File: src/rtl/seq_gen.sv
// Programmable sequence generator: an index register walks a writable lookup table and drives the entry on out_o.
// Optional one-shot mode (oneshot_i / done_o) is enabled with `define SEQ_GEN_ONESHOT_EN.
module seq_gen #(
  parameter int unsigned WIDTH = 3,
  parameter int unsigned DEPTH = 8,
  localparam int unsigned IW = (DEPTH > 2) ? $clog2(DEPTH) : 1
) (
  input  logic             clk_i,
  input  logic             rst_i,
  input  logic             enable_i,
  input  logic             dir_i,
  input  logic             clear_i,
  input  logic [IW-1:0]    last_idx_i,
  input  logic             wr_en_i,
  input  logic [IW-1:0]    wr_addr_i,
  input  logic [WIDTH-1:0] wr_data_i,
`ifdef SEQ_GEN_ONESHOT_EN
  input  logic             oneshot_i,
  output logic             done_o,
`endif
  output logic [WIDTH-1:0] out_o,
  output logic [IW-1:0]    index_o,
  output logic             wrap_o
);

  logic [WIDTH-1:0] table_q [DEPTH];
  logic [IW-1:0]    idx_q, idx_d;
  logic             wrap_q, wrap_d;
  logic [IW-1:0]    last_c;
  logic             step_en_c;

  // Out-of-range last index clamps to the final table entry.
  assign last_c = (32'(last_idx_i) > DEPTH - 1) ? IW'(DEPTH - 1) : last_idx_i;

`ifdef SEQ_GEN_ONESHOT_EN
  logic done_q, done_d;
  assign step_en_c = enable_i && !done_q;
`else
  assign step_en_c = enable_i;
`endif

  always_comb begin
    idx_d  = idx_q;
    wrap_d = 1'b0;
`ifdef SEQ_GEN_ONESHOT_EN
    done_d = done_q;
`endif
    if (clear_i) begin
      idx_d = '0;
`ifdef SEQ_GEN_ONESHOT_EN
      done_d = 1'b0;
`endif
    end else if (step_en_c) begin
      if (!dir_i) begin
        // Also recovers from an index stranded above a freshly lowered last.
        if (idx_q >= last_c) begin
          idx_d  = '0;
          wrap_d = 1'b1;
        end else begin
          idx_d = idx_q + IW'(1);
        end
      end else begin
        if (idx_q == '0) begin
          idx_d  = last_c;
          wrap_d = 1'b1;
        end else if (idx_q > last_c) begin
          idx_d = last_c;
        end else begin
          idx_d = idx_q - IW'(1);
        end
      end
`ifdef SEQ_GEN_ONESHOT_EN
      if (wrap_d && oneshot_i) begin
        done_d = 1'b1;
      end
`endif
    end
  end

  // Reset reloads the identity pattern so out_o reads 0 straight away.
  always_ff @(posedge clk_i or posedge rst_i) begin
    if (rst_i) begin
      idx_q  <= '0;
      wrap_q <= 1'b0;
      for (int i = 0; i < int'(DEPTH); i++) begin
        table_q[i] <= WIDTH'(i);
      end
    end else begin
      idx_q  <= idx_d;
      wrap_q <= wrap_d;
      if (wr_en_i && (32'(wr_addr_i) < DEPTH)) begin
        table_q[wr_addr_i] <= wr_data_i;
      end
    end
  end

`ifdef SEQ_GEN_ONESHOT_EN
  always_ff @(posedge clk_i or posedge rst_i) begin
    if (rst_i) begin
      done_q <= 1'b0;
    end else begin
      done_q <= done_d;
    end
  end

  assign done_o = done_q;
`endif

  assign out_o   = table_q[idx_q];
  assign index_o = idx_q;
  assign wrap_o  = wrap_q;

endmodule

File: config.mk
export PLATFORM = sky130hd
export DESIGN_NAME = seq_gen
export DESIGN_NICKNAME = d
export VERILOG_FILES = /design/src/rtl/seq_gen.sv
export SDC_FILE = /design/constraint.sdc
export NUM_CORES = 1
export LEC_CHECK = 0
export BUFFER_PORTS_ARGS = -buffer_cell sky130_fd_sc_hd__buf_2
export CAP_MARGIN = 20
export CORE_UTILIZATION = 50
export CTS_BUF_LIST = sky130_fd_sc_hd__clkbuf_16
export CTS_CLUSTER_SIZE = 14
export DETAILED_ROUTE_END_ITERATION = 7
export PLACE_DENSITY = 0.69
export SETUP_SLACK_MARGIN = 0.5
export SLEW_MARGIN = 20
export SYNTH_ARGS = -nofsm -noshare
export SYNTH_HDL_FRONTEND = slang
export SYNTH_SLANG_ARGS = --single-unit
File: constraint.sdc
create_clock -name clk_i -period 2.1 [get_ports clk_i]
set_clock_uncertainty 0.1 [all_clocks]
set_input_delay 0.105 -clock clk_i [delete_from_list [all_inputs] [get_ports clk_i]]
set_output_delay 0.105 -clock clk_i [all_outputs]
set_load 0.01 [all_outputs]
==> metrics.txt <==
post-route ant nets 0; Rel. slew slack about three fifths; Die Span Y 58.5 µm; top_reg_cell synth dfrtp_1; critical path class reg -> out; P_sw a little under 500 µW; Die X roughly 59 µm; pre-CTS WS between 0.2 and 0.3 ns; Comb pwr share 31.0%; worst path required time approximately 1.9 ns; worst skew pair latency 0.26 ns; worst r2r src index_o[0]; n_diodes 0; drc violations 0; drt first pass iters 4; Net Sw Frac roughly 26%; Area contributors post-synth dfrtp_1 25%, dfstp_2 20%, mux2_2 19%; DP HPWL between 2000 and 2500 µm; fin nets 172; measured slew at the worst slew-check pin 0.580 ns; final max-slew violation count 0; Leak approximately 0.86 nW; CTS tree done; number of global-route vias before repair roughly 1,100; GR Util All Layers 21.7%; largest net degree at the start of global routing 29; initial antenna violation count 0; sequential share of power between 30 and 40%; Sink Count 28; VDD IR max ~0.00051 V; number of synthesized register bits 28; asr flop ratio synth between 90% and 100%; Fin Hold WS 0.0132 ns; ratio of cells with drive above 1 in the final layout 63.3%; fmax 522 MHz; Final Cycle Share between 90% and 100%; number of synthesized flops with an enable pin 0; area of the multi-input gates between 900 and 1000 µm²; crit end category output port; CP Max Fanout 8; RSZ-0062 raised after global routing true; vias ~1,100; htree depth 1; type of origin of the critical path flop; syn avg cell area 13.5 µm²; Cell variety after synth 35; cell-internal power ~1.4 mW; WL/cell approximately 17 µm; Reg clk slew, reported paths 0.07 ns; CTS root buf clkbuf_16; fin worst setup slack ~0.18 ns; Area Overhead vs Synth 25.8%; max-cap check violation count 0; routed wire length 3340 µm; CTS Buf Count 3; CP Data Arrival Time 1.71 ns; top cell type's share of synthesized area 25.1%; FF-to-FF setup slack approximately 0.31 ns; I/O pin count 22; Overflow after GRT 0; clock buffer depth 2; top cells by count, synth 27 x mux2_2, 16 x dfrtp_1, 12 x dfstp_2; Cell Area, Synth roughly 1600 µm²; Yosys warning count 0; hold wc startpoint clear_i; worst hold path class in -> reg; FF+latch area 716 µm²; R2R depth 8; Yosys top cell by area dfrtp_1; Mapped Cells 118; # rows 20; Initial Util 52.3%; Routability Congestion about 0.84; core area a little over 3000 µm²; DR iter-0 viols 39; Port Buffer Count 21; setup TNS 0 ns; first-pass GRT wire length about 5300 µm; Power Dens Cells approximately 950 nW/µm²; fillers about 250; min cycle time layout around 1.9 ns; count leader, synth mux2_2; Die Area approximately 3400 µm²; WHS Endpoint index_o[0]; Final Hold Fails 0; Final Setup Violations 0; r2r endpoint index_o[2]; power share of the clock group approximately 30%; syn_nets 139; outcome finished, final reports clean; sequential share of the synthesized area 44.8%; post-DR vias/cell 5.86; Hold Path Stages 2
[worst max-delay path by stage]
stage | depth (start not counted) | slack (ns) | from | endpoint
floorplan | 8 | 0.32 | index_o[0] | index_o[1]
global placement | 4 | 0.32 | index_o[0] | out_o[1]
detailed placement | 6 | 0.28 | index_o[2] | index_o[1]
CTS | 4 | 0.18 | index_o[0] | out_o[1]
global route | 4 | 0.13 | index_o[0] | out_o[1]
finish | 4 | 0.18 | index_o[0] | out_o[1]
[kinds of logic after synthesis]
group,count (synthesis),share of synthesized area (%)
XOR/XNOR,1,0.549
multiplexers,35,30.2
flip-flops,28,44.8
AO/OA/AOI/OAI,13,6.04
AND/OR/NAND/NOR,26,11.1
buffers and inverters,9,2.66
adder cells (fa/ha/maj),6,4.70
[layout by cell type (no fill, tap or decap), drive strengths merged]
cell type,count
nor2b,2
mux4,6
nor3b,3
nand4,1
a21o,1
dlygate4sd3,1
o211a,1
nor2,1
o21a,1
clkbuf,3
nand3,1
o211ai,1
o31ai,1
and2b,1
o21ai,2
xor2,1
nor3,4
dfstp,12
inv,6
nand4b,4
buf,30
a211oi,1
a31oi,2
mux2,27
nand2,2
bufinv,1
a41o,1
or3,1
mux2i,2
a21oi,2
nand2b,5
dfrtp,16
ha,6
nand3b,1
[through the flow]
step | util [%] | power [mW] | cells | cell area [µm²]
6_report | 65.8 | 1.91 | 194 | 2010
5_1_grt | 65.8 | 1.99 | 194 | 2010
4_1_cts | 64.9 | 1.89 | 192 | 1980
3_5_place_dp | 59.4 | 1.24 | 184 | 1810
3_3_place_gp | 59.4 | 1.22 | 184 | 1810
2_1_floorplan | - | 1.10 | 118 | 1640
[flip-flops by register name, summed over array words and instances, names as in the netlist]
name     count
wrap_o       1
table_q     24
index_o      3
[power by group through the flow]
| stage | clock [mW] | combinational [mW] | sequential (mW) |
|---|---|---|---|
| 2_1_floorplan | 0 | 0.367 | 0.734 |
| 3_3_place_gp | 0 | 0.476 | 0.742 |
| 3_5_place_dp | 0 | 0.489 | 0.752 |
| 4_1_cts | 0.573 | 0.573 | 0.749 |
| 5_1_grt | 0.588 | 0.639 | 0.762 |
| 6_report | 0.565 | 0.590 | 0.751 |
[layout make-up]
| class | count | share of cell area (%) |
|---|---|---|
| clock buffers | 3 | 3.74 |
| clock inverters | 1 | 1.50 |
| inverters | 6 | 1.25 |
| multi-input cells | 81 | 44.9 |
| flip-flops and latches | 28 | 35.6 |
| well taps | 44 | 2.74 |
| repair buffers | 31 | 10.2 |
[worst max-delay path, stage by stage, from the launching register on]
cell     delay, ns
dfrtp_1       0.37
buf_6         0.17
mux4_2        0.51
mux2_2        0.28
buf_6         0.12
[per-layer routing]
metal	vias up	routed length [µm]	global-route usage, %
li1	519	-	-
met1	576	1550	29.3
met2	32	1550	33.7
met3	9	151	3.52
met4	0	88	11.9
met5	-	0	0
[what timing repair did]
item | CTS | global route
endpoints found under the hold margin | 16 | 0
buffers inserted | 3 | 2
hold buffers | 1 | 0
pin swaps | 3 | 4
resized for setup | 14 | 4
setup endpoints to repair | 7 | 7
Power figures use the tool's default switching activity.
